`config.mk`:
```
export PLATFORM = sky130hd
export DESIGN_NAME = division_arbiter
export DESIGN_NICKNAME = d
export VERILOG_FILES = /design/src/rtl/division_pkg.sv /design/src/rtl/rr_arbiter2.sv /design/src/rtl/division_arbiter.sv
export SDC_FILE = /design/constraint.sdc
export NUM_CORES = 1
export LEC_CHECK = 0
export CORE_AREA = 2 2 380 382
export CTS_CLUSTER_DIAMETER = 40
export DETAILED_ROUTE_END_ITERATION = 10
export DIE_AREA = 0 0 382 384
export REMOVE_ABC_BUFFERS = 1
export SYNTH_ARGS = -nofsm -noshare
export SYNTH_HDL_FRONTEND = slang
export SYNTH_HIERARCHICAL = 1
export SYNTH_SLANG_ARGS = --single-unit
```
`constraint.sdc`:
```
create_clock -name clk -period 6.25 [get_ports clk]
set_input_delay 1.25 -clock clk [delete_from_list [all_inputs] [get_ports clk]]
set_output_delay 1.25 -clock clk [all_outputs]
set_load 0.05 [all_outputs]
```
`src/rtl/division_pkg.sv`:
```
// division_pkg: shared width, FSM states and divide-by-zero answer for the division arbiter
package division_pkg;
  localparam int SIZE = 128;
  typedef enum logic [1:0] {IDLE, LOAD, WAIT, RESP} state_t;
  localparam logic [SIZE-1:0] DIV_ZERO_RESULT = '1;
endpackage

```
`src/rtl/rr_arbiter2.sv`:
```
// rr_arbiter2: two-way round-robin pick with a pointer that moves past the requester just served
module rr_arbiter2 (
  input  logic       clk,
  input  logic       rst,
  input  logic [1:0] req,
  input  logic       advance,
  input  logic       served,
  output logic       gnt,
  output logic       gnt_valid
);
  logic ptr_q, ptr_d;
  assign gnt_valid = |req;
  assign gnt = &req ? ptr_q : req[1];
  // favour the other requester once the current one has consumed its result
  always_comb ptr_d = advance ? !served : ptr_q;
  // pointer register, starts out favouring req0
  always_ff @(posedge clk or negedge rst) begin
    if (!rst) ptr_q <= 1'b0;
    else      ptr_q <= ptr_d;
  end
endmodule

```
`src/rtl/division_arbiter.sv`:
```
// division_arbiter: shares one divider core between two requesters, one transaction at a time
module division_arbiter #(
  parameter int SIZE = division_pkg::SIZE
) (
  input  logic              clk,
  input  logic              rst,
  input  logic [SIZE-1:0]   req0_dividend_tdata,
  input  logic [SIZE/2-1:0] req0_divisor_tdata,
  input  logic              req0_tvalid,
  output logic              req0_tready,
  input  logic [SIZE-1:0]   req1_dividend_tdata,
  input  logic [SIZE/2-1:0] req1_divisor_tdata,
  input  logic              req1_tvalid,
  output logic              req1_tready,
  output logic [SIZE-1:0]   res0_tdata,
  output logic              res0_tvalid,
  input  logic              res0_tready,
  output logic [SIZE-1:0]   res1_tdata,
  output logic              res1_tvalid,
  input  logic              res1_tready,
  output logic [SIZE-1:0]   div_dividend_tdata,
  output logic              div_dividend_tvalid,
  input  logic              div_dividend_tready,
  output logic [SIZE/2-1:0] div_divisor_tdata,
  output logic              div_divisor_tvalid,
  input  logic              div_divisor_tready,
  input  logic [SIZE-1:0]   div_output_tdata,
  input  logic              div_output_tvalid,
  output logic              div_output_tready,
  output logic              busy,
  output logic              grant
);
  import division_pkg::*;
  state_t            state_q, state_d;
  logic              grant_q, grant_d;
  logic [SIZE-1:0]   dd_q, dd_d;
  logic [SIZE/2-1:0] ds_q, ds_d;
  logic [SIZE-1:0]   res_q, res_d;
  logic              dd_done_q, dd_done_d;
  logic              ds_done_q, ds_done_d;
  logic              win, win_valid, res_tready_g, advance;
  rr_arbiter2 u_arb (
    .clk       (clk),
    .rst       (rst),
    .req       ({req1_tvalid, req0_tvalid}),
    .advance   (advance),
    .served    (grant_q),
    .gnt       (win),
    .gnt_valid (win_valid)
  );
  assign res_tready_g        = grant_q ? res1_tready : res0_tready;
  assign advance             = state_q == RESP && res_tready_g;
  assign busy                = state_q != IDLE;
  assign grant               = grant_q;
  assign req0_tready         = rst && state_q == IDLE && win_valid && !win;
  assign req1_tready         = rst && state_q == IDLE && win_valid && win;
  assign res0_tvalid         = state_q == RESP && !grant_q;
  assign res1_tvalid         = state_q == RESP && grant_q;
  assign res0_tdata          = res_q;
  assign res1_tdata          = res_q;
  assign div_dividend_tdata  = dd_q;
  assign div_divisor_tdata   = ds_q;
  assign div_dividend_tvalid = state_q == LOAD && !dd_done_q;
  assign div_divisor_tvalid  = state_q == LOAD && !ds_done_q;
  assign div_output_tready   = state_q == WAIT;
  // next-state, operand capture, handshake flags and result capture
  always_comb begin
    state_d   = state_q;
    grant_d   = grant_q;
    dd_d      = dd_q;
    ds_d      = ds_q;
    res_d     = res_q;
    dd_done_d = dd_done_q;
    ds_done_d = ds_done_q;
    case (state_q)
      IDLE: if (win_valid) begin
        grant_d   = win;
        dd_d      = win ? req1_dividend_tdata : req0_dividend_tdata;
        ds_d      = win ? req1_divisor_tdata : req0_divisor_tdata;
        dd_done_d = 1'b0;
        ds_done_d = 1'b0;
        state_d   = ds_d == '0 ? RESP : LOAD;
        res_d     = ds_d == '0 ? {SIZE{DIV_ZERO_RESULT[0]}} : res_q;
      end
      LOAD: begin
        dd_done_d = dd_done_q | div_dividend_tready;
        ds_done_d = ds_done_q | div_divisor_tready;
        state_d   = dd_done_d && ds_done_d ? WAIT : LOAD;
      end
      WAIT: if (div_output_tvalid) begin
        res_d   = div_output_tdata;
        state_d = RESP;
      end
      RESP: state_d = res_tready_g ? IDLE : RESP;
      default: state_d = IDLE;
    endcase
  end
  // state and datapath registers; reset abandons any transaction in flight
  always_ff @(posedge clk or negedge rst) begin
    if (!rst) begin
      state_q   <= IDLE;
      grant_q   <= 1'b0;
      dd_q      <= '0;
      ds_q      <= '0;
      res_q     <= '0;
      dd_done_q <= 1'b0;
      ds_done_q <= 1'b0;
    end else begin
      state_q   <= state_d;
      grant_q   <= grant_d;
      dd_q      <= dd_d;
      ds_q      <= ds_d;
      res_q     <= res_d;
      dd_done_q <= dd_done_d;
      ds_done_q <= ds_done_d;
    end
  end
endmodule

```
# ---- After elaboration in Yosys (flattened, before gate mapping)
# Cells that the tools add are included.
# W data, S select, Z words.
dict set report totals {
  elab_cells 58
  in_bits 521
  ff_bits 326
  output_inout_bits 457
}
dict set report classes {
  mux 17
  n_eq_ne 6
  reduce_logical 25
  bitwise 2
}
# op n
set ops {}
lappend ops {{$mux W128} 4}
lappend ops {{$pmux W128 S2} 1}
lappend ops {{$logic_not A64 Y1} 1}
lappend ops {{$mux W64} 1}
lappend ops {{$logic_and A1 B1 Y1} 10}
lappend ops {{$mux W2} 5}
lappend ops {{$pmux W2 S4} 1}
lappend ops {{$reduce_and A2 Y1} 4}
lappend ops {{$reduce_bool A2 Y1} 3}
lappend ops {{$eq A2 B2 Y1 const B} 2}
lappend ops {{$logic_not A1 Y1} 4}
lappend ops {{$ne A2 B2 Y1 const B} 2}
lappend ops {{$pmux W1 S2} 2}
lappend ops {{$reduce_and A4 Y1} 1}
lappend ops {{$mux W1} 3}
lappend ops {{$eq A2 B1 Y1 const B} 1}
lappend ops {{$logic_not A2 Y1} 1}
lappend ops {{$ne A2 B1 Y1 const B} 1}
lappend ops {{$or A1 B1 Y1} 2}
lappend ops {{$reduce_or A2 Y1} 1}

# ---- Depth between registers and ports, before layout
dict set report logic_depth {
  word_depth 7
  ltp_mapped 10
  depth_no_buf 7
}

# ---- Hierarchy
# Netlist, hierarchy kept.
# module cells_per_inst n_inst area_per_inst_um2 seq_area_each_um2
set modules_own_cells {}
lappend modules_own_cells {division_arbiter 1606 1 15399.8 8132.8}
lappend modules_own_cells {rr_arbiter2 6 1 51.3 25.0}

# ---- Least setup slack after synthesis
# No wires, ideal clock.
dict set report synth_path {
  path_kind {input -> output}
  startpoint {input port req1_tvalid}
  endpoint {output port req1_tready}
  t_required_ns 5.000
  n_path_buf 3
  cell_stages 5
  slack_ns 2.048
  t_arrival_ns 2.952
  path_cell_list {a21boi_1 -> clkbuf_1 -> buf_2 -> clkbuf_1 -> and3_1}
}
dict set report synth_via {
  elab_chain_len 3
  elab_cells_between_ends 5
  classes_between {mux: 1; reduce/logical: 4}
}
# element line_no
set synth_lines {}
lappend synth_lines {{from (decl)} division_arbiter.sv:13} ;# input logic req1_tvalid,
lappend synth_lines {{$reduce_and A2 Y1 or $reduce_or A2 Y1 (tied branches)} {rr_arbiter2.sv:13, rr_arbiter2.sv:12}}
lappend synth_lines {{$mux W1 or $logic_and A1 B1 Y1 (tied branches)} {rr_arbiter2.sv:13, division_arbiter.sv:56}}
lappend synth_lines {{$logic_and A1 B1 Y1 (*)} division_arbiter.sv:56} ;# assign req1_tready = rst && state_q == IDLE && win_valid && win;
lappend synth_lines {{to (decl)} division_arbiter.sv:14} ;# output logic req1_tready,
# Every way passes the cells marked *; elsewhere a longest branch is shown, timed or not.

# ---- Worst setup path after layout
dict set report layout_path {
  startpoint {input port req0_tvalid}
  endpoint {output port req0_tready}
}
dict set report layout_via {
  elab_cells_between_ends 6
  classes_between {mux: 1; reduce/logical: 5}
}
# element line_no
set layout_rtl {}
lappend layout_rtl {{from (decl)} division_arbiter.sv:9} ;# input logic req0_tvalid,
lappend layout_rtl {{$reduce_or A2 Y1} rr_arbiter2.sv:12} ;# assign gnt_valid = |req;
lappend layout_rtl {{net win_valid} division_arbiter.sv:41} ;# logic win, win_valid, res_tready_g, advance;
lappend layout_rtl {{$logic_and A1 B1 Y1 (2 in series)} division_arbiter.sv:55} ;# assign req0_tready = rst && state_q == IDLE && win_valid && !win;
lappend layout_rtl {{to (decl)} division_arbiter.sv:10} ;# output logic req0_tready,
# The timed path passes the listed nets, and every way through them passes these cells.

==> impl_metrics.json <==
{
  "clk_root_buffer_cell": "clkbuf_16",
  "netlist_area_um2": 15500,
  "status": "complete, no violations",
  "critical_path_class": "input port to output pin",
  "final-hold-violation-count": 0,
  "clockBufferDepth": 3,
  "synth_compound_area_share_pct": 6.81,
  "drt_iter0_drc": 821,
  "p_leak_nw": 11.8,
  "preCtsSetupSlack_ns": 1.23,
  "postPlaceCellArea_um2": 26400,
  "crit_path_max_fanout": 13,
  "syn_to_final_growth_pct": 87.2,
  "synthesis.yosys.warnings": 6,
  "post-route-period-util_pct": 78.8,
  "grt_antenna_before_repair": 85,
  "synth.distinct_cells": 31,
  "worst-endpoint-required_ns": 5.00,
  "synth.yosys.seq_area_share_pct": 52.8,
  "drt_wl_total_um": 113000,
  "cts_hold_buf": 0,
  "crit_path_start_kind": "input port",
  "hpwlAfterDp_um": 96900,
  "grt_max_degree": 196,
  "fp.coreArea_um2": 143000,
  "worstHoldPathType": "input port to async pin",
  "synthMuxAreaShare_pct": 12.6,
  "rows": 139,
  "syn-instance-count": 1612,
  "synth.top_cells.by_count": "dfrtp_1, nand2_1, nor2_1",
  "cts-buffers-inserted": 69,
  "crit_arrival_ns": 3.68,
  "worst_slack_ns": 1.32,
  "die_y_um": 384,
  "portBuffers": 977,
  "remaining_drc_errors": 0,
  "tritoncts": "built",
  "vias_in_the_first_global_route": 15400,
  "chipWidth_um": 382,
  "rsz0062_at_grt": "no",
  "final_util_pct": 20.3,
  "finalWeightedCongestion": 0.913,
  "post_cts.resized_instances": 0,
  "final-max-slew-violation-count": 0,
  "htree_levels": 3,
  "async_flop_share_pct": 100,
  "post_cts.repair.setup_buffers": 0,
  "yosys_most_used_dff": "dfrtp_1",
  "synthesized_flop_and_latch_total": 326,
  "routed-via-count": 15700,
  "yosys.area_share.xor_xnor_pct": 0,
  "worst_setup_path_end_kind": "output pin",
  "final_period_minus_worst_setup_slack_ns": 4.93,
  "fin_area_um2": 28900,
  "clk_latency_ns": 0.64,
  "clock.fmax_ghz": 0.203,
  "power.ir.vdd_worst_v": 0.000381,
  "floorplan.initialDensity_pct": 10.8,
  "drt_via_density": 3.56,
  "power_density_nw_per_um2": 645,
  "worst_setup_hold_path_clk_slew_ns": 0.04,
  "synth.largest_area_cell": "dfrtp_1",
  "antenna_left": 0,
  "skew_ns": 0.0246,
  "largest_family_of_logic_cells_by_synthesized_area": "simple AND/OR/NAND/NOR gates",
  "routed_wire_length_per_instance_um": 25.6,
  "finalPower_mw": 18.7,
  "ios": 978,
  "finish.net_count": 2972,
  "final.hold.worst_slack_ns": 0.478,
  "slew-limit-headroom_pct": 7.60,
  "die-area_um2": 147000,
  "avgSynthCellArea_um2": 9.59,
  "final_layout_size_suffix_gt1_share_pct": 6.87,
  "global_route.overflow_total": 0,
  "worst_pin_slew_ns": 1.37,
  "netlist.area_leader.share_pct": 52.8,
  "synth-adder-area-share_pct": 0,
  "worstRegToRegCells": 7,
  "first_pass_grt_wire_length_um": 145000,
  "grt_util_all_layers_pct": 14.8,
  "setup_viol": 0,
  "yosys.area_share.simple_pct": 18.2,
  "yosysMostFrequentCell": "dfrtp_1",
  "clock_sink_count": 326,
  "synth-edff-count": 0,
  "post_synth_main_area_contributors": "dfrtp_1, mux2i_1, a21oi_1",
  "detail_route.first_pass.iterations": 5,
  "max_cap_violations": 0
}
[power by group]
group	leakage, nW	total (mW)	switching, mW	internal [mW]
sequential	3.79	4.15	1.02	3.12
clock	1.18	3.94	1.37	2.57
combinational	6.80	10.6	7.29	3.27
[path summary, 6_finish.rpt]
| path | from | end | slack (ns) |
|---|---|---|---|
| worst min-delay path | rst | div_dividend_tdata[93] | 0.48 |
| max in group asynchronous | rst | div_divisor_tdata[18] | 3.82 |
| worst min register to register | div_dividend_tdata[17] | div_dividend_tdata[17] | 0.52 |
| worst max register to register | u_arb/ptr_q | div_dividend_tdata[32] | 2.86 |
| min in group clk | div_dividend_tdata[17] | div_dividend_tdata[17] | 0.52 |
| worst max-delay path | req0_tvalid | req0_tready | 1.32 |
[cell usage in the layout (no fill, tap or decap), types with 18 or more instances in the layout]
cell and count:
nand2_1 260, clkdlybuf4s50_1 976, mux2i_1 193, nor4_1 25, buf_4 22, nand3_2 18, a21oi_1 199, clkbuf_16 70
nand3_1 111, nor2_1 206, dfrtp_1 326
[critical path, cell delays in order]
cell,delay [ns]
clkdlybuf4s50_1,0.64
or2_1,0.22
inv_1,0.09
nor2_4,0.40
nand2_1,0.11
nor2_1,0.11
clkdlybuf4s50_1,0.82
[registers in the layout, indices dropped and copies added, names as in the netlist]
signal and count:
state_q 2, ds_done_q 1, dd_done_q 1, res0_tdata 128
div_divisor_tdata 64, u_arb/ptr_q 1, grant 1, div_dividend_tdata 128
[logic make-up after synthesis]
kind of cell	after synthesis
muxes	194
and+or+nand+nor	647
DFF	326
buffers and inverters	238
AOI/OAI and AO/OA	207
[area by class of cell]
class | instances | area, um^2
multi-input cells | 1048 | 5860
inverters | 3 | 11.3
clock buffers | 80 | 1850
repair buffers | 1003 | 10000
clock inverters | 43 | 622
flip-flops and latches | 326 | 8160
diodes | 6 | 15.0
fillers | 15700 | 114000
well taps | 1903 | 2380
[per-stage QoR]
stage                     TNS [ns]  std cells
after floorplan           -3782.98       1377
after global routing             0       4408
after global placement           0       4283
after CTS                        0       4406
after detailed placement         0       4283
final                            0       4412
[per-layer routing]
metal,GRT usage [%],up-vias,wire length (um),share of wire [%]
met2,24.2,757,52600,47
met1,18.8,7620,48500,43
li1,-,7049,-,-
met4,3.24,40,2510,2.2
met5,0,-,254,0.22
met3,4.94,233,9200,8.1
(Power assumes the default switching activity.)
